--- config.mk ---
export PLATFORM = sky130hd
export DESIGN_NAME = rg_arb_flat
export DESIGN_NICKNAME = d
export VERILOG_FILES = /design/src/rtl/rg_pkg.sv /design/src/rtl/rg_arb_if.sv /design/src/rtl/rg_arb_rr_pick.sv /design/src/rtl/rg_arb.sv /design/src/flat_wrapper.sv
export SDC_FILE = /design/constraint.sdc
export NUM_CORES = 1
export LEC_CHECK = 0
export CORE_MARGIN = 5
export CORE_UTILIZATION = 40
export CTS_CLUSTER_SIZE = 14
export DETAILED_ROUTE_END_ITERATION = 12
export PLACE_DENSITY = 0.92
export SLEW_MARGIN = 10
export SYNTH_ARGS = -nofsm -noshare
export SYNTH_HDL_FRONTEND = slang
export SYNTH_SLANG_ARGS = --single-unit
--- constraint.sdc ---
create_clock -name clk -period 2.9 [get_ports clk]
set_input_delay 0.58 -clock clk [delete_from_list [all_inputs] [get_ports clk]]
set_output_delay 0.58 -clock clk [all_outputs]
set_load 0.05 [all_outputs]
--- src/rtl/rg_pkg.sv ---
// Shared types and parameter defaults for the register arbiter.
// Build option: RG_ARB_TIMEOUT_EN adds a per-grant hold limit.
package rg_pkg;

    typedef enum logic [1:0] {
        IDLE    = 2'd0,
        GRANT   = 2'd1,
        RELEASE = 2'd2
    } state_t;

    localparam int N_DEF        = 10;
    localparam int NREQ_DEF     = 4;
    localparam int HOLD_MAX_DEF = 8;

endpackage

--- src/rtl/rg_arb_if.sv ---
// Requester-side bundle of the shared register arbiter.
// master drives requests and data, slave is the arbiter.
interface rg_arb_if
    import rg_pkg::*;
#(
    parameter int N    = N_DEF,
    parameter int NREQ = NREQ_DEF
);
    localparam int W = $clog2(NREQ);

    logic [NREQ-1:0]   req;
    logic [NREQ-1:0]   we;
    logic [NREQ*N-1:0] wdata;
    logic [NREQ-1:0]   gnt;
    logic [W-1:0]      owner;
    logic [N-1:0]      q;
    logic              busy;
    logic              tout;

    modport master (
        output req, we, wdata,
        input  gnt, owner, q, busy, tout
    );

    modport slave (
        input  req, we, wdata,
        output gnt, owner, q, busy, tout
    );
endinterface

--- src/rtl/rg_arb_rr_pick.sv ---
// Combinational round-robin selector: first set req bit
// at or above ptr, wrapping around.
module rr_pick #(
    parameter int NREQ = 4,
    parameter int W    = $clog2(NREQ)
) (
    input  logic [NREQ-1:0] req,
    input  logic [W-1:0]    ptr,
    output logic            found,
    output logic [W-1:0]    idx
);
    logic [W-1:0] c;

    // Scan from the far end so the closest candidate wins last.
    always_comb begin
        found = 1'b0;
        idx   = '0;
        c     = '0;
        for (int i = NREQ - 1; i >= 0; i--) begin
            c = ptr + W'(i);
            if (req[c]) begin
                found = 1'b1;
                idx   = c;
            end
        end
    end
endmodule

--- src/rtl/rg_arb.sv ---
// Round-robin arbiter guarding one shared register.
// Build option: RG_ARB_TIMEOUT_EN limits each grant to HOLD_MAX cycles.
module rg_arb
    import rg_pkg::*;
#(
    parameter int N        = N_DEF,
    parameter int NREQ     = NREQ_DEF,
    parameter int HOLD_MAX = HOLD_MAX_DEF
) (
    input logic  clk,
    input logic  reset,
    rg_arb_if.slave bus
);
    localparam int W = $clog2(NREQ);

    if (NREQ < 2 || NREQ > 8 || (NREQ & (NREQ - 1)) != 0) begin : g_bad_nreq
        $error("rg_arb: NREQ must be a power of two in 2..8");
    end
    if (HOLD_MAX < 2 || HOLD_MAX > 255) begin : g_bad_hold
        $error("rg_arb: HOLD_MAX must be in 2..255");
    end

    state_t          state;
    logic [NREQ-1:0] gnt;
    logic [W-1:0]    owner;
    logic [W-1:0]    ptr;
    logic [N-1:0]    q;
    logic            busy;
    logic            found;
    logic [W-1:0]    pick;
    logic            own_req;
    logic            own_we;
    logic [N-1:0]    wsel;

    assign own_req = bus.req[owner];
    assign own_we  = bus.we[owner];
    assign wsel    = bus.wdata[int'(owner)*N +: N];

    rr_pick #(.NREQ(NREQ), .W(W)) u_pick (
        .req   (bus.req),
        .ptr   (ptr),
        .found (found),
        .idx   (pick)
    );

`ifdef RG_ARB_TIMEOUT_EN
    localparam logic [7:0] HLAST = 8'(HOLD_MAX - 1);
    logic [7:0] hcnt;
    logic       tout;
    assign bus.tout = tout;
`else
    assign bus.tout = 1'b0;
`endif

    always_ff @(posedge clk or negedge reset) begin
        if (!reset) begin
            state <= IDLE;
            gnt   <= '0;
            owner <= '0;
            ptr   <= '0;
            q     <= '0;
            busy  <= 1'b0;
`ifdef RG_ARB_TIMEOUT_EN
            hcnt  <= '0;
            tout  <= 1'b0;
`endif
        end else begin
`ifdef RG_ARB_TIMEOUT_EN
            tout <= 1'b0;
`endif
            unique case (state)
                IDLE: begin
                    if (found) begin
                        owner <= pick;
                        gnt   <= NREQ'(1) << pick;
                        busy  <= 1'b1;
                        state <= GRANT;
`ifdef RG_ARB_TIMEOUT_EN
                        hcnt  <= '0;
`endif
                    end
                end
                GRANT: begin
                    if (!own_req) begin
                        gnt   <= '0;
                        state <= RELEASE;
                    end else begin
                        if (own_we) begin
                            q <= wsel;
                        end
`ifdef RG_ARB_TIMEOUT_EN
                        // Final write still lands on the revoking edge.
                        if (hcnt == HLAST) begin
                            gnt   <= '0;
                            tout  <= 1'b1;
                            state <= RELEASE;
                        end else begin
                            hcnt <= hcnt + 8'd1;
                        end
`endif
                    end
                end
                RELEASE: begin
                    ptr   <= owner + W'(1);
                    busy  <= 1'b0;
                    state <= IDLE;
                end
                default: begin
                    gnt   <= '0;
                    busy  <= 1'b0;
                    state <= IDLE;
                end
            endcase
        end
    end

    assign bus.gnt   = gnt;
    assign bus.owner = owner;
    assign bus.q     = q;
    assign bus.busy  = busy;
endmodule

--- src/flat_wrapper.sv ---
// flat-port wrapper written by rule: the top's interface ports become plain ports
module rg_arb_flat import rg_pkg::*;
#(
    parameter int N        = N_DEF,
    parameter int NREQ     = NREQ_DEF,
    parameter int HOLD_MAX = HOLD_MAX_DEF
)
  (clk, reset, bus_req, bus_we, bus_wdata, bus_gnt, bus_owner, bus_q, bus_busy, bus_tout);
  rg_arb_if #(.N(N), .NREQ(NREQ)) bus_i ();
  input logic clk;
  input logic reset;
  input wire logic [$bits(bus_i.req)-1:0] bus_req;
  input wire logic [$bits(bus_i.we)-1:0] bus_we;
  input wire logic [$bits(bus_i.wdata)-1:0] bus_wdata;
  output wire logic [$bits(bus_i.gnt)-1:0] bus_gnt;
  output wire logic [$bits(bus_i.owner)-1:0] bus_owner;
  output wire logic [$bits(bus_i.q)-1:0] bus_q;
  output wire logic [$bits(bus_i.busy)-1:0] bus_busy;
  output wire logic [$bits(bus_i.tout)-1:0] bus_tout;
  assign bus_i.req = bus_req;
  assign bus_i.we = bus_we;
  assign bus_i.wdata = bus_wdata;
  assign bus_gnt = bus_i.gnt;
  assign bus_owner = bus_i.owner;
  assign bus_q = bus_i.q;
  assign bus_busy = bus_i.busy;
  assign bus_tout = bus_i.tout;
  rg_arb #(.N(N), .NREQ(NREQ), .HOLD_MAX(HOLD_MAX)) u_core (.clk(clk), .reset(reset), .bus(bus_i));
endmodule
# == Yosys cells after proc, flatten, opt, wreduce, memory -nomap -nowiden ==
# Index checks and enable logic that the tools add are counted.
# W data, S select, Z words.
# word_totals
ff_bits,21
latchBits,0
mem_bits_rw,0
romBits,0
word_cells,58
mem_count,0
# op_classes
addsub,4
multipliers,1
div_mod_pow,0
order_cmp,5
eq_ne,4
shifts,2
n_mux,28
bitwise,2
n_reduce_logical,6
# op_table
operator,n
$shiftx A40 B32 Y10,1
$lt A2 B3 Y1 const B,5
$bmux W1 S2,6
$mux W2,6
$pmux W4 S3,1
$mux W1,11
$mux W4,2
$reduce_and A2 Y1,3
$reduce_and A3 Y1,2
$mul A2 B3 Y5 const B,1
$add A2 B1 Y2 const B,2
$add A2 B2 Y2 const B,2
$pmux W2 S2,1
$shl A1 B2 Y4 const A,1
$eq A2 B1 Y1 const B,1
$eq A2 B2 Y1 const B,1
$logic_not A2 Y1,1
$ne A2 B1 Y1 const B,1
$ne A2 B2 Y1 const B,1
$not A1 Y1,2
$pmux W1 S2,1

# == Logic depth before layout (Yosys ltp) ==
# Gate-level depths: netlist (run 1).
# logic_depth
word_depth,10
ltp_mapped,6

# == Cells and area by module ==
# A second synthesis (run 1) with hierarchy kept.
# hier_totals
hier_cells,96
hier_area_um2,1298.7
# modules_own_cells
mod,instances,cells_per_inst,area_per_inst_um2
rg_arb,1,83,1221.2
rr_pick,1,13,77.6

# == Worst setup path before layout (run 1) ==
# No wires, ideal clock.
# synth_timing
path_type,register -> register
start,"register u_core.owner[0], in the netlist u_core.bus.owner[0]"
end,"register u_core.q[1], in the netlist u_core.bus.q[1]"
setup_ns,0.125
t_arrival_ns,1.836
required_time_ns,2.775
path_slack_ns,0.939
stages_incl_launch_ff,5
synth_period_minus_slack_ns,1.961
cell_sequence,dfrtp_1 -> buf_4 -> buf_4 -> mux4_2 -> mux2_4
# synth_via
elab_chain_len,3
# synth_lines
item,line_no,text
"start, declared",rg_arb.sv:25,logic [W-1:0] owner;
"start signal, assigned",rg_arb.sv:74,owner <= pick;
branches (longest 3 deep; another with $mul A2 B3 Y5),--,
"end signal, assigned",rg_arb.sv:89,q <= wsel;
"end, declared",rg_arb.sv:27,logic [N-1:0] q;
# Parallel ways; which one is timed is not known. The select of a mux whose other input is x is not followed.
# A chain may end at the register's enable or synchronous reset.

# == Worst setup path in the final report (run 1) ==
# layout_timing
start,"register u_core.owner[0], in the netlist u_core.bus.owner[0]"
end,output port bus_owner[0]
# layout_rtl
item,line_no,text
"end, declared",flat_wrapper.sv:16,output wire logic [$bits(bus_i.owner)-1:0] bus_owner;
# No word-level cell between the ends.

==> results of run 1 <==
## final cells by class
| type | instances | area (um2) |
|---|---|---|
| fill | 239 | 1060 |
| sequential | 21 | 526 |
| clock buffer | 3 | 22.5 |
| timing repair buffer | 68 | 676 |
| tap | 44 | 55.1 |
| clock inverter | 1 | 5.00 |
| inverter | 2 | 7.51 |
| multi-input combinational | 69 | 697 |
## report_power, final
| part | leakage, nW | switching [mW] | total (mW) | internal [mW] |
|---|---|---|---|---|
| sequential | 0.257 | 0.117 | 0.549 | 0.431 |
| clock | 0.0177 | 0.0845 | 0.136 | 0.0513 |
| combinational | 0.545 | 0.748 | 1.37 | 0.625 |
| total | 0.820 | 0.950 | 2.06 | 1.11 |
## final timing paths
path                                endpoint                 from  depth (start not counted)
setup / recovery                bus_owner[0]  u_core.bus.owner[0]                          1
hold / removal               u_core.bus.q[1]      u_core.bus.q[1]                          1
setup reg to reg             u_core.bus.q[8]  u_core.bus.owner[0]                          5
hold reg to reg              u_core.bus.q[1]      u_core.bus.q[1]                          1
max in group asynchronous  u_core.bus.gnt[2]                reset                          1
min in group asynchronous    u_core.bus.q[7]                reset                          1
## state kept, by name (all words and copies together) (netlist names)
| signal | cells |
|---|---|
| u_core.bus.busy | 1 |
| u_core.bus.gnt | 4 |
| u_core.bus.owner | 2 |
| u_core.bus.q | 10 |
| u_core.ptr | 2 |
| u_core.state | 2 |
## layout by cell type (no fill, tap or decap), types with 2 or more instances in the layout
cell type	n
sky130_fd_sc_hd__a211oi_1	3
sky130_fd_sc_hd__a21o_1	2
sky130_fd_sc_hd__a21oi_1	2
sky130_fd_sc_hd__a311oi_1	2
sky130_fd_sc_hd__a32o_1	2
sky130_fd_sc_hd__and3b_1	2
sky130_fd_sc_hd__buf_4	2
sky130_fd_sc_hd__clkbuf_4	3
sky130_fd_sc_hd__clkdlybuf4s50_1	66
sky130_fd_sc_hd__dfrtp_1	21
sky130_fd_sc_hd__inv_1	2
sky130_fd_sc_hd__mux2_4	10
sky130_fd_sc_hd__mux4_2	10
sky130_fd_sc_hd__nand2_1	8
sky130_fd_sc_hd__nor2b_1	3
sky130_fd_sc_hd__o21ai_0	4
sky130_fd_sc_hd__o22ai_1	2
sky130_fd_sc_hd__or3_1	2
## cells by family after synthesis
logic type,synth area share (%)
buffers and inverters,4.68
AO/OA/AOI/OAI,11.8
XOR/XNOR,0.683
multiplexers,30.0
flip-flops,41.0
AND/OR/NAND/NOR,11.5
other,0.292
## routing by layer
metal	GRT usage, %	vias to the layer above	share of wire (%)
li1	-	507	-
met1	19.4	538	38
met2	31.4	51	49
met3	6.24	4	12
met4	3.55	0	0.57
met5	0	-	0
## metrics by stage
| stage | cell area (um2) | total power, mW | util [%] |
|---|---|---|---|
| after global placement | 1960 | 1.89 | 64.2 |
| after CTS | 1990 | 2.08 | 65.1 |
| final | 1990 | 2.06 | 65.1 |
| after detailed placement | 1960 | 1.93 | 64.2 |
| after global routing | 1990 | 2.18 | 65.1 |
| after floorplan | 1280 | 1.53 | - |
==> reports/summary.json, run 1 <==
{
  "outcome": {
    "status": "finished clean"
  },
  "synth": {
    "synth-seq-area-share_pct": 41.0,
    "yosys_warnings": 0,
    "synthTopCellsByArea": "sky130_fd_sc_hd__dfrtp_1 (41%), sky130_fd_sc_hd__mux4_2 (18%), sky130_fd_sc_hd__mux2_4 (12%), sky130_fd_sc_hd__nand2_1 (2.3%), sky130_fd_sc_hd__a211oi_1 (1.8%)",
    "number_of_flops_mapped_to_enable_cells_by_yosys": 0,
    "ys_top_cells_by_count": "sky130_fd_sc_hd__dfrtp_1 (21), sky130_fd_sc_hd__mux2_4 (10), sky130_fd_sc_hd__mux4_2 (10)",
    "yosysTopAreaCellShare_pct": 41.0,
    "ys.flop_type": "sky130_fd_sc_hd__dfrtp_1",
    "postSynthCellCount": 100,
    "mappedNetlistNets": 150,
    "synth-async-reset-ratio_pct": 100,
    "synth.distinct_cells": 36,
    "synth_seq_cells": 21,
    "synth_top_cell_by_area": "sky130_fd_sc_hd__dfrtp_1",
    "syn-cell-area_um2": 1280,
    "synthMostInstantiatedCell": "sky130_fd_sc_hd__dfrtp_1",
    "synthesis.area_per_instance_um2": 12.8
  },
  "worst_setup_path": {
    "cp_delay_by_family_top": "buffers and inverters",
    "endpoint_kind": "output pin",
    "cp_max_fo": 9,
    "worstPathBufferInverterCount": 1,
    "critPathArrivalTime_ns": 1.68,
    "ff2ff_setup_slack_ns": 0.78,
    "cpMaxStageDelayCell": "sky130_fd_sc_hd__clkdlybuf4s50_1",
    "crit_chain": "clkdlybuf4s50_1",
    "worstPathRequired_ns": 2.32,
    "timing.critical_path.from_type": "register",
    "critical_path_max_stage_delay_ns": 0.86,
    "criticalPathCategory": "reg2out"
  },
  "flow_run": {
    "drv_cap": 0
  },
  "floorplan": {
    "pin_count": 68,
    "floorplan.die_area_um2": 4440,
    "fp.dieH_um": 66.6,
    "core.rowCount": 20,
    "initial_core_util_pct": 42.0,
    "die_x_um": 66.6,
    "fp.coreArea_um2": 3050
  },
  "sta": {
    "whs_ns": 0.519,
    "finalSetupViolations": 0,
    "fmaxAchievable_mhz": 442,
    "skew_ns": 0.00528,
    "final_min_period_over_clock_period_pct": 78.0,
    "timing.final.ws_setup_ns": 0.637,
    "timing.slew.headroom_pct": 41.0,
    "rsz0062_at_grt": "no",
    "tightestPinTransition_ns": 0.883,
    "hold_violations": 0,
    "setup_total_negative_slack_ns": 0,
    "min_period_ns": 2.26,
    "final-max-slew-violation-count": 0
  },
  "global_route": {
    "first_pass_grt_wire_length_um": 5840,
    "overflow": 0,
    "pin_count_of_the_biggest_net_entering_global_routing": 22,
    "antenna_found_initial": 0,
    "first_global_vias": 1206,
    "grt_use_total_pct": 17.3
  },
  "routing": {
    "final_antenna_net_count": 0,
    "initialDrtViolationCount": 17,
    "viasPerCell": 5.29,
    "route.detailed.drc": 0,
    "dr_total_vias": 1100,
    "drtPass1Iterations": 2,
    "routed_wire_length_per_instance_um": 17.7,
    "route.final.wire_length_um": 3690
  },
  "placement": {
    "port_buffers": 66,
    "hpwl_dp_um": 3070,
    "place.detailed.instances": 204,
    "routabilityCongestion": 0.817,
    "detailedPlace.worstSlack_ns": 0.351
  },
  "clock_tree": {
    "holdBufCountCts": 0,
    "postCtsSetupRepairBufs": 0,
    "number_of_gates_resized_after_cts": 0,
    "clock_insertion_delay_worst_skew_ns": 0.30,
    "tritoncts": "yes",
    "cts_max_level": 1,
    "tritoncts_num_sinks": 21,
    "cts-root-buf": "sky130_fd_sc_hd__clkbuf_4",
    "clockBufferDepth": 2,
    "clock_transition_at_the_registers_of_the_reported_paths_ns": 0.11,
    "cts_buffers": 3
  },
  "power": {
    "vdd_drop_max_v": 0.000617,
    "power_density_nw_per_um2": 1030,
    "static_leakage_nw": 0.820
  },
  "layout": {
    "final_layout_size_suffix_gt1_share_pct": 16.5,
    "syn_to_final_growth_pct": 55.0,
    "layout.cells.non_filler": 208,
    "antenna-diode-count": 0,
    "total_number_of_nets_in_the_final_design": 215
  },
  "worst_hold_path": {
    "hold_class": "reg2reg"
  }
}
Power figures use the tool's default switching activity.
==> inputs of run 2 (changes only) <==
- CORE_UTILIZATION: 40 -> 35
- PLACE_DENSITY: 0.92 -> 0.86
- clock period: 2.9 -> 1.9 ns (I/O delays scaled with it)
==> reports/summary.json, run 2 (synthesis results as in run 1) <==
{
  "outcome": {
    "status": "finished clean"
  },
  "sta": {
    "finalSetupViolations": {"value": 0, "change": "unchanged"},
    "final-max-slew-violation-count": {"value": 0, "change": "unchanged"},
    "timing.slew.headroom": {"value": 66.2, "unit": "%", "change": "+25 points"},
    "tightestPinTransition": {"value": 0.505, "unit": "ns", "change": "-0.377 ns"},
    "skew": {"value": 0.00151, "unit": "ns", "change": "-0.00377 ns"},
    "timing.final.ws_setup": {"value": 0.0797, "unit": "ns", "change": "-0.557 ns"},
    "rsz0062_at_grt": "no",
    "min_period_ns": 1.82,
    "setup_total_negative_slack": {"value": 0, "unit": "ns", "change": "unchanged"},
    "fmaxAchievable_mhz": 549,
    "hold_violations": {"value": 0, "change": "unchanged"},
    "final_min_period_over_clock_period_pct": 95.8
  },
  "worst_setup_path": {
    "timing.critical_path.depth": {"value": 1, "change": "unchanged"},
    "timing.critical_path.from_type": "register",
    "r2r_start": "u_core.bus.owner[0]",
    "cp_max_fo": {"value": 2, "change": "-7"},
    "crit_start": "u_core.bus.q[5]",
    "criticalPathCategory": "reg2out",
    "endpoint_kind": "output pin",
    "worstPathRequired": {"value": 1.52, "unit": "ns", "change": "-0.80 ns"},
    "critical_path_max_stage_delay": {"value": 0.81, "unit": "ns", "change": "-0.05 ns"},
    "critPathArrivalTime": {"value": 1.44, "unit": "ns", "change": "-0.24 ns"},
    "cpMaxStageDelayCell": "sky130_fd_sc_hd__clkdlybuf4s50_1",
    "crit_chain": "clkdlybuf4s50_1",
    "cp_delay_by_family_top": "buffers and inverters",
    "timing.reg2reg.worst_path_depth": {"value": 5, "change": "unchanged"},
    "worstPathBufferInverterCount": {"value": 1, "change": "unchanged"}
  },
  "floorplan": {
    "initial_core_util": {"value": 35.6, "unit": "%", "change": "-6.4 points"},
    "floorplan.die_area": {"value": 4970, "unit": "um2", "change": "+12%"},
    "pin_count": {"value": 68, "change": "unchanged"},
    "fp.coreArea": {"value": 3610, "unit": "um2", "change": "+18%"},
    "fp.dieH": {"value": 70.5, "unit": "um", "change": "+5.9%"},
    "die_x": {"value": 70.5, "unit": "um", "change": "+5.9%"},
    "core.rowCount": {"value": 22, "change": "+10%"}
  },
  "layout": {
    "antenna-diode-count": {"value": 0, "change": "unchanged"},
    "final_layout_size_suffix_gt1_share": {"value": 28.9, "unit": "%", "change": "+12 points"},
    "fillers": {"value": 292, "change": "+22%"},
    "sequential_cell_area": {"value": 527, "unit": "um2", "change": "+0.24%"},
    "multi_input_area": {"value": 703, "unit": "um2", "change": "+0.90%"},
    "max_flop_register": "u_core.bus.q",
    "syn_to_final_growth_pct": 63.5,
    "layout_commonest_cell": "sky130_fd_sc_hd__clkdlybuf4s50_1",
    "total_number_of_nets_in_the_final_design": {"value": 224, "change": "+4.2%"},
    "layout.cells.non_filler": {"value": 221, "change": "+6.3%"},
    "reg.largest.list": "u_core.bus.q x10, u_core.bus.gnt x4",
    "max_ffs_per_register": {"value": 10, "change": "unchanged"},
    "layout_common_cells": "sky130_fd_sc_hd__clkdlybuf4s50_1 (53), sky130_fd_sc_hd__buf_4 (20), sky130_fd_sc_hd__dfrtp_1 (20)"
  },
  "global_route": {
    "overflow": {"value": 0, "change": "unchanged"},
    "first_global_vias": {"value": 1259, "change": "+4.4%"},
    "grt_use_total": {"value": 15.9, "unit": "%", "change": "-1.4 points"},
    "pin_count_of_the_biggest_net_entering_global_routing": {"value": 22, "change": "unchanged"},
    "first_pass_grt_wire_length": {"value": 6210, "unit": "um", "change": "+6.4%"},
    "antenna_found_initial": {"value": 0, "change": "unchanged"}
  },
  "placement": {
    "detailedPlace.worstSlack": {"value": -0.307, "unit": "ns", "change": "-0.658 ns"},
    "hpwl_dp": {"value": 3130, "unit": "um", "change": "+2.1%"},
    "place.detailed.instances": {"value": 217, "change": "+6.4%"},
    "routabilityCongestion": {"value": 0.909, "change": "+11%"},
    "port_buffers": {"value": 66, "change": "unchanged"}
  },
  "clock_tree": {
    "cts-root-buf": "sky130_fd_sc_hd__clkbuf_8",
    "cts_buffers": {"value": 3, "change": "unchanged"},
    "holdBufCountCts": {"value": 0, "change": "unchanged"},
    "clockBufferDepth": {"value": 2, "change": "unchanged"},
    "tritoncts": "yes",
    "tritoncts_num_sinks": {"value": 21, "change": "unchanged"},
    "cts_max_level": {"value": 1, "change": "unchanged"},
    "clock_insertion_delay_worst_skew": {"value": 0.26, "unit": "ns", "change": "-0.04 ns"},
    "postCtsSetupRepairBufs": {"value": 0, "change": "unchanged"},
    "clock_transition_at_the_registers_of_the_reported_paths": {"value": 0.08, "unit": "ns", "change": "-0.03 ns"}
  },
  "power": {
    "p_total": {"value": 3.37, "unit": "mW", "change": "+64%"},
    "static_leakage": {"value": 0.906, "unit": "nW", "change": "+11%"},
    "vdd_drop_max": {"value": 0.000671, "unit": "V", "change": "+8.7%"},
    "power_density": {"value": 1610, "unit": "nW/um2", "change": "+55%"}
  },
  "routing": {
    "dr_total_vias": {"value": 1138, "change": "+3.5%"},
    "initialDrtViolationCount": {"value": 38, "change": "+21"},
    "route.final.wire_length": {"value": 3920, "unit": "um", "change": "+6.4%"},
    "final_antenna_net_count": {"value": 0, "change": "unchanged"},
    "drtPass1Iterations": {"value": 4, "change": "+2"},
    "routed_wire_length_per_instance": {"value": 17.8, "unit": "um", "change": "+0.17%"},
    "route.detailed.drc": {"value": 0, "change": "unchanged"},
    "viasPerCell": {"value": 5.15, "change": "-2.6%"}
  },
  "flow_run": {
    "drv_cap": {"value": 0, "change": "unchanged"}
  },
  "worst_hold_path": {
    "hold_class": "in2async"
  }
}
==> run 2: cell count changes in the layout (fill, tap and decap cells not counted), sizes merged <==
cell / delta
buf: +21
clkdlybuf4s50: -13
dlymetal6s2s: +1
==> run 2: repair_timing <==
action	4_1_cts	5_1_grt
pin swaps	1	1
setup endpoints to repair	10	7
gates resized for setup	0	2
==> run 2: worst register-to-register path, stage by stage (launching register included) <==
cell	delay, ns
sky130_fd_sc_hd__dfrtp_2	0.47
sky130_fd_sc_hd__and3b_1	0.21
sky130_fd_sc_hd__a311oi_2	0.25
sky130_fd_sc_hd__and4bb_1	0.27
sky130_fd_sc_hd__buf_12	0.16
sky130_fd_sc_hd__mux2_4	0.30
==> run 2: final timing paths <==
| path | to | slack (ns) |
|---|---|---|
| worst max-delay path | bus_q[5] | 0.08 |
| worst min-delay path | u_core.bus.q[7] | 0.48 |
| worst max register to register | u_core.bus.q[7] | 0.14 |
| worst min register to register | u_core.bus.q[9] | 0.52 |
| max in group asynchronous | u_core.bus.owner[0] | 1.18 |
| min in group clk | u_core.bus.q[9] | 0.52 |
==> run 2: power by group <==
group          switching (mW)  internal (mW)  total, mW
sequential              0.207          0.661      0.868
clock                   0.148          0.146      0.295
combinational            1.15           1.06       2.21
==> run 2: metal layers <==
metal  part of all wire [%]  vias up  global-route usage (%)
met3                     10        7                    6.82
met2                     49       60                    28.4
met5                      0        -                       0
met4                    1.6        0                    4.59
li1                       -      529                       -
met1                     39      542                    17.1
==> run 2: metrics by stage <==
stage          hold WS (ns)  util, %  area (um2)
5_1_grt               0.501     58.2        2100
6_report              0.481     58.2        2100
2_1_floorplan        0.0844        -        1280
3_3_place_gp          0.500     56.6        2040
4_1_cts               0.480     57.9        2090
3_5_place_dp          0.497     56.6        2040
==> run 2: layout make-up <==
cell class / count / area share (%)
sequential: 21 / 25.1
inverter: 2 / 0.358
clock inverter: 1 / 0.239
tap: 48 / 2.86
multi-input combinational: 69 / 33.5
clock buffer: 3 / 1.97
timing repair buffer: 77 / 35.9
